==> src/rtl/mem_arb_pkg.sv <==
// Shared definitions for the memory-port arbiter: FSM state encoding and
// the fill value returned by an access abandoned on timeout.
package mem_arb_pkg;

   localparam logic [1:0] ST_IDLE  = 2'd0;
   localparam logic [1:0] ST_DBUSY = 2'd1;
   localparam logic [1:0] ST_IBUSY = 2'd2;

   localparam logic [31:0] TIMEOUT_DATA = 32'hDEADBEEF;

endpackage

==> src/rtl/mem_arb_watchdog.sv <==
// Ack-timeout counter for the memory arbiter: counts busy cycles without ack
// and flags expiry on the cycle the count reaches TIMEOUT_CYC.
module mem_arb_watchdog
#(
   parameter int unsigned TIMEOUT_CYC = 255
) (
   input  logic clk_i,
   input  logic rst_i,
   input  logic clr_i,
   input  logic cnt_i,
   output logic expire_o
);

   localparam int unsigned CNT_W = $clog2(TIMEOUT_CYC + 1);
   localparam logic [CNT_W-1:0] LAST = CNT_W'(TIMEOUT_CYC - 1);

   logic [CNT_W-1:0] cnt_q, cnt_d;

   // Expiry fires on the waiting cycle whose increment would reach TIMEOUT_CYC.
   assign expire_o = cnt_i & (cnt_q == LAST);

   always_comb begin
      cnt_d = cnt_q;
      if (clr_i) begin
         cnt_d = '0;
      end else if (cnt_i) begin
         cnt_d = cnt_q + 1'b1;
      end
   end

   always_ff @(posedge clk_i or posedge rst_i) begin
      if (rst_i) begin
         cnt_q <= '0;
      end else begin
         cnt_q <= cnt_d;
      end
   end

endmodule

==> src/rtl/mem_arbiter.sv <==
// Shares one external memory port between IF fetches and MEM data accesses,
// data first, stalling the pipeline until both finish. MEM_ARB_WATCHDOG_EN adds an ack timeout.
module mem_arbiter
   import mem_arb_pkg::*;
#(
   parameter int unsigned TIMEOUT_CYC = 255
) (
   input  logic        clk_i,
   input  logic        rst_i,
   input  logic        if_req_i,
   input  logic [31:0] if_addr_i,
   output logic [31:0] if_data_o,
   input  logic        mem_rd_i,
   input  logic        mem_wr_i,
   input  logic [31:0] mem_addr_i,
   input  logic [31:0] mem_wdata_i,
   output logic [31:0] mem_rdata_o,
   output logic        ext_req_o,
   output logic        ext_we_o,
   output logic [31:0] ext_addr_o,
   output logic [31:0] ext_wdata_o,
   input  logic        ext_ack_i,
   input  logic [31:0] ext_rdata_i,
   output logic        stall_o,
   output logic        err_o
);

   logic [1:0]  state_q, state_d;
   logic        d_done_q, d_done_d;
   logic        i_done_q, i_done_d;
   logic [31:0] if_data_q, if_data_d;
   logic [31:0] mem_rdata_q, mem_rdata_d;
   logic        d_pend, i_pend, busy, complete, timeout;
   logic [31:0] fill_data;

   if (TIMEOUT_CYC == 0) begin : g_bad_timeout
      $error("mem_arbiter: TIMEOUT_CYC must be at least 1");
   end

`ifdef MEM_ARB_WATCHDOG_EN
   logic err_q, err_d;
   logic wd_clr, wd_cnt;

   assign wd_clr = (state_q == ST_IDLE) | complete;
   assign wd_cnt = busy & ~ext_ack_i;

   mem_arb_watchdog #(
      .TIMEOUT_CYC (TIMEOUT_CYC)
   ) u_watchdog (
      .clk_i    (clk_i),
      .rst_i    (rst_i),
      .clr_i    (wd_clr),
      .cnt_i    (wd_cnt),
      .expire_o (timeout)
   );

   assign err_d = err_q | timeout;
   assign err_o = err_q;

   always_ff @(posedge clk_i or posedge rst_i) begin
      if (rst_i) begin
         err_q <= 1'b0;
      end else begin
         err_q <= err_d;
      end
   end
`else
   assign timeout = 1'b0;
   assign err_o   = 1'b0;
`endif

   assign d_pend    = (mem_rd_i | mem_wr_i) & ~d_done_q;
   assign i_pend    = if_req_i & ~i_done_q;
   assign stall_o   = d_pend | i_pend;
   assign busy      = (state_q != ST_IDLE);
   assign complete  = busy & (ext_ack_i | timeout);
   assign fill_data = ext_ack_i ? ext_rdata_i : TIMEOUT_DATA;

   always_comb begin
      state_d     = state_q;
      d_done_d    = d_done_q;
      i_done_d    = i_done_q;
      if_data_d   = if_data_q;
      mem_rdata_d = mem_rdata_q;
      case (state_q)
         ST_IDLE: begin
            if (d_pend) begin
               state_d = ST_DBUSY;
            end else if (i_pend) begin
               state_d = ST_IBUSY;
            end else begin
               // Nothing outstanding: the pipeline advances on this edge.
               d_done_d = 1'b0;
               i_done_d = 1'b0;
            end
         end
         ST_DBUSY: begin
            if (complete) begin
               d_done_d = 1'b1;
               if (mem_rd_i & ~mem_wr_i) begin
                  mem_rdata_d = fill_data;
               end
               state_d = i_pend ? ST_IBUSY : ST_IDLE;
            end
         end
         ST_IBUSY: begin
            if (complete) begin
               i_done_d  = 1'b1;
               if_data_d = fill_data;
               state_d   = ST_IDLE;
            end
         end
         default: state_d = ST_IDLE;
      endcase
   end

   always_comb begin
      ext_req_o   = busy;
      ext_we_o    = 1'b0;
      ext_addr_o  = '0;
      ext_wdata_o = '0;
      if (state_q == ST_DBUSY) begin
         ext_we_o    = mem_wr_i;
         ext_addr_o  = mem_addr_i;
         ext_wdata_o = mem_wdata_i;
      end else if (state_q == ST_IBUSY) begin
         ext_addr_o  = if_addr_i;
      end
   end

   always_ff @(posedge clk_i or posedge rst_i) begin
      if (rst_i) begin
         state_q     <= ST_IDLE;
         d_done_q    <= 1'b0;
         i_done_q    <= 1'b0;
         if_data_q   <= '0;
         mem_rdata_q <= '0;
      end else begin
         state_q     <= state_d;
         d_done_q    <= d_done_d;
         i_done_q    <= i_done_d;
         if_data_q   <= if_data_d;
         mem_rdata_q <= mem_rdata_d;
      end
   end

   assign if_data_o   = if_data_q;
   assign mem_rdata_o = mem_rdata_q;

endmodule

==> config.mk <==
export PLATFORM = sky130hd
export DESIGN_NAME = mem_arbiter
export DESIGN_NICKNAME = d
export VERILOG_FILES = /design/src/rtl/mem_arb_pkg.sv /design/src/rtl/mem_arb_watchdog.sv /design/src/rtl/mem_arbiter.sv
export SDC_FILE = /design/constraint.sdc
export NUM_CORES = 1
export LEC_CHECK = 0
export CAP_MARGIN = 25
export CORE_AREA = 2 2 104 106
export DETAILED_ROUTE_END_ITERATION = 6
export DIE_AREA = 0 0 106 108
export DONT_BUFFER_PORTS = 1
export HOLD_SLACK_MARGIN = 0.06
export PLACE_DENSITY = 0.51
export REMOVE_ABC_BUFFERS = 1
export SYNTH_ARGS = -nofsm -noshare
export SYNTH_HDL_FRONTEND = slang
export SYNTH_SLANG_ARGS = --single-unit
==> constraint.sdc <==
create_clock -name clk_i -period 6.25 [get_ports clk_i]
set_input_delay 1.25 -clock clk_i [delete_from_list [all_inputs] [get_ports clk_i]]
set_output_delay 1.25 -clock clk_i [all_outputs]
set_load 0.1 [all_outputs]
==> impl_results.md <==
* Starting DRT DRC Count at 100
* Antenna-violating nets left at 0
* Initial core utilization at 31.0%
* GP Congestion at 0.700
* Post-synth top area cell: dfrtp_1
* Clk buf depth at 2
* # Post-CTS Setup Buffers at 0
* CTS root buffer: clkbuf_8
* Post-CTS Hold Buffers at 0
* CP startpoint kind: flip-flop
* Total Neg Setup Slack at 0 ns
* Global route total overflow at 0
* TritonCTS Sinks at 68
* Final setup violation count at 0
* Total wire length at 11.1 mm
* Required time of the worst setup path at 5.00 ns
* Vias per std cell at 5.31
* Site row count at 37
* Height of the die at 108 um
* Max Cap Violations at 0
* Synth Instances at 238
* Post-synthesis compound-gate area fraction at 9.92%
* Most frequent cells in the layout: 68 x dfrtp_1, 59 x mux2_1, 34 x and2_1
* Yosys cell types at 24
* CP endpoint kind: primary output
* Clk Latency, worst-skew pair at 0.34 ns
* Flops & latches, synth at 68
* Area grow syn2layout at 7.98%
* Synth Area in Adders at 0%
* Drt first pass iters at 4
* Ys Warns at 0
* CTS tree: done
* Via Count at 1990
* Die X at 106 um
* Fin. max-slew vios at 0
* Clock transition at path regs at 0.07 ns
* PostCTS Resize Cnt at 0
* IO Port Bufs at 0
* Leading cell type in the layout, fill and taps excluded: dfrtp_1
* Residual DRC at 0
* Max Clock Skew at 0.00210 ns
* Num ports at 266
* Initial antenna violation count at 10
* Total track usage at 18.8%
* Total Nets Final at 367
* Top cell type's share of synthesized area at 53.7%
* Period utilization at 55.4%
* Critical path type: flip-flop to primary output
* Share of post-route cells with drive strength above 1 at 11.3%
* RSZ-0062 raised after global routing: no
* Synth top area cells: dfrtp_1 54%, mux2_1 21%, a22o_1 8.9%
* H-tree levels at 3
* DP HPWL at 8.94 mm
* Critical path peak fanout at 33
* Worst Hold Class: flip-flop to flip-flop
* Max_slew headroom at 28.5%
* FMAX at 289 MHz
* DR WL/cell at 29.5 um
* Period minus WS final at 3.46 ns
* Simple-Gate Fraction of Synth Area at 8.65%
* Global-route wire length before repair at 14.5 mm
* Largest family of logic cells by synthesized area: multiplexers
* Sequential fraction of the synthesis area at 53.7%
* Least-Margin Pin Slew at 1.08 ns
* Die footprint at 11400 sq um
* Status: completed
* Vias in the first global route at 2023
* Mean area per synthesized cell at 13.3 sq um
* XOR/XNOR share of the synthesized area at 0%
* Final hold vios at 0
* Placeable Area at 10200 sq um
* Synth Cell Area at 3170 sq um
* Multiplexer share of the synthesized area at 23.1%
* Largest net degree at the start of global routing at 69
* Critical path arrival at 2.21 ns
* Cts bufs inserted at 9
## stage by stage
| step | std cells | hold slack (ns) | setup slack [ns] | utilization (%) | cell area (sq um) |
|---|---|---|---|---|---|
| floorplan | 219 | 0.471 | 1.87 | - | 3040 |
| global placement | 357 | 0.500 | 2.81 | 31.6 | 3240 |
| detailed placement | 357 | 0.510 | 2.67 | 31.6 | 3240 |
| CTS | 373 | 0.531 | 2.27 | 33.2 | 3400 |
| global route | 374 | 0.551 | 2.72 | 33.4 | 3420 |
| finish | 375 | 0.529 | 2.79 | 33.4 | 3420 |
## worst max-delay path, cell delays in order (launching register included)
cell and delay (ns):
dfrtp_1 0.43, nor2b_2 0.17, buf_4 0.33, a22o_1 0.92
## sequential cells by signal, indices dropped and copies added (netlist names)
name	flops
d_done_q	1
i_done_q	1
if_data_o	32
mem_rdata_o	32
state_q	2
## worst paths after layout
path	slack, ns	startpoint	cells past startpoint	endpoint
worst max-delay path	2.79	state_q[1]	3	ext_addr_o[3]
worst min-delay path	0.53	d_done_q	1	d_done_q
worst max register to register	4.02	state_q[1]	4	if_data_o[28]
worst min register to register	0.53	d_done_q	1	d_done_q
max in group asynchronous	4.65	rst_i	2	mem_rdata_o[11]
min in group asynchronous	1.04	rst_i	2	if_data_o[8]
## kinds of logic (layout without fill, tap and decap cells)
| family | Yosys count | after routing |
|---|---|---|
| AOI/OAI and AO/OA | 37 | 37 |
| buffers and inverters | 23 | 23 |
| muxes | 65 | 65 |
| DFF | 68 | 68 |
| and+or+nand+nor | 44 | 44 |
| other | 1 | 2 |
## metal layers
metal | global-route usage [%] | part of all wire, % | vias up
met3 | 6.99 | 10 | 17
met1 | 23.7 | 40 | 980
met5 | 0 | 0 | -
li1 | - | - | 828
met2 | 29.9 | 49 | 165
met4 | 6.20 | 1.5 | 0
## synthesized netlist by cell type, drive strengths merged
master,number
a21oi,1
a22o,32
and2,34
and4b,1
buf,13
clkbuf,6
conb,1
dfrtp,68
inv,4
mux2,64
mux2i,1
nand2,3
nand2b,1
nor2b,3
o21ai,1
o21bai,1
o2bb2ai,1
o31ai,1
or2,1
or3,1
## final cells by class
cell class / instances / area [sq um]
Antenna cell: 1 / 2.50
Inverter: 4 / 15.0
Tap cell: 136 / 170
Clock buffer: 12 / 135
Sequential cell: 68 / 1700
Timing Repair Buffer: 3 / 35.0
Clock inverter: 4 / 26.3
Fill cell: 1034 / 6810
Multi-Input combinational cell: 147 / 1330
Power is left out: the tool's default activity adds up to more than one toggle a clock period on the data nets, which glitch-free logic cannot reach.
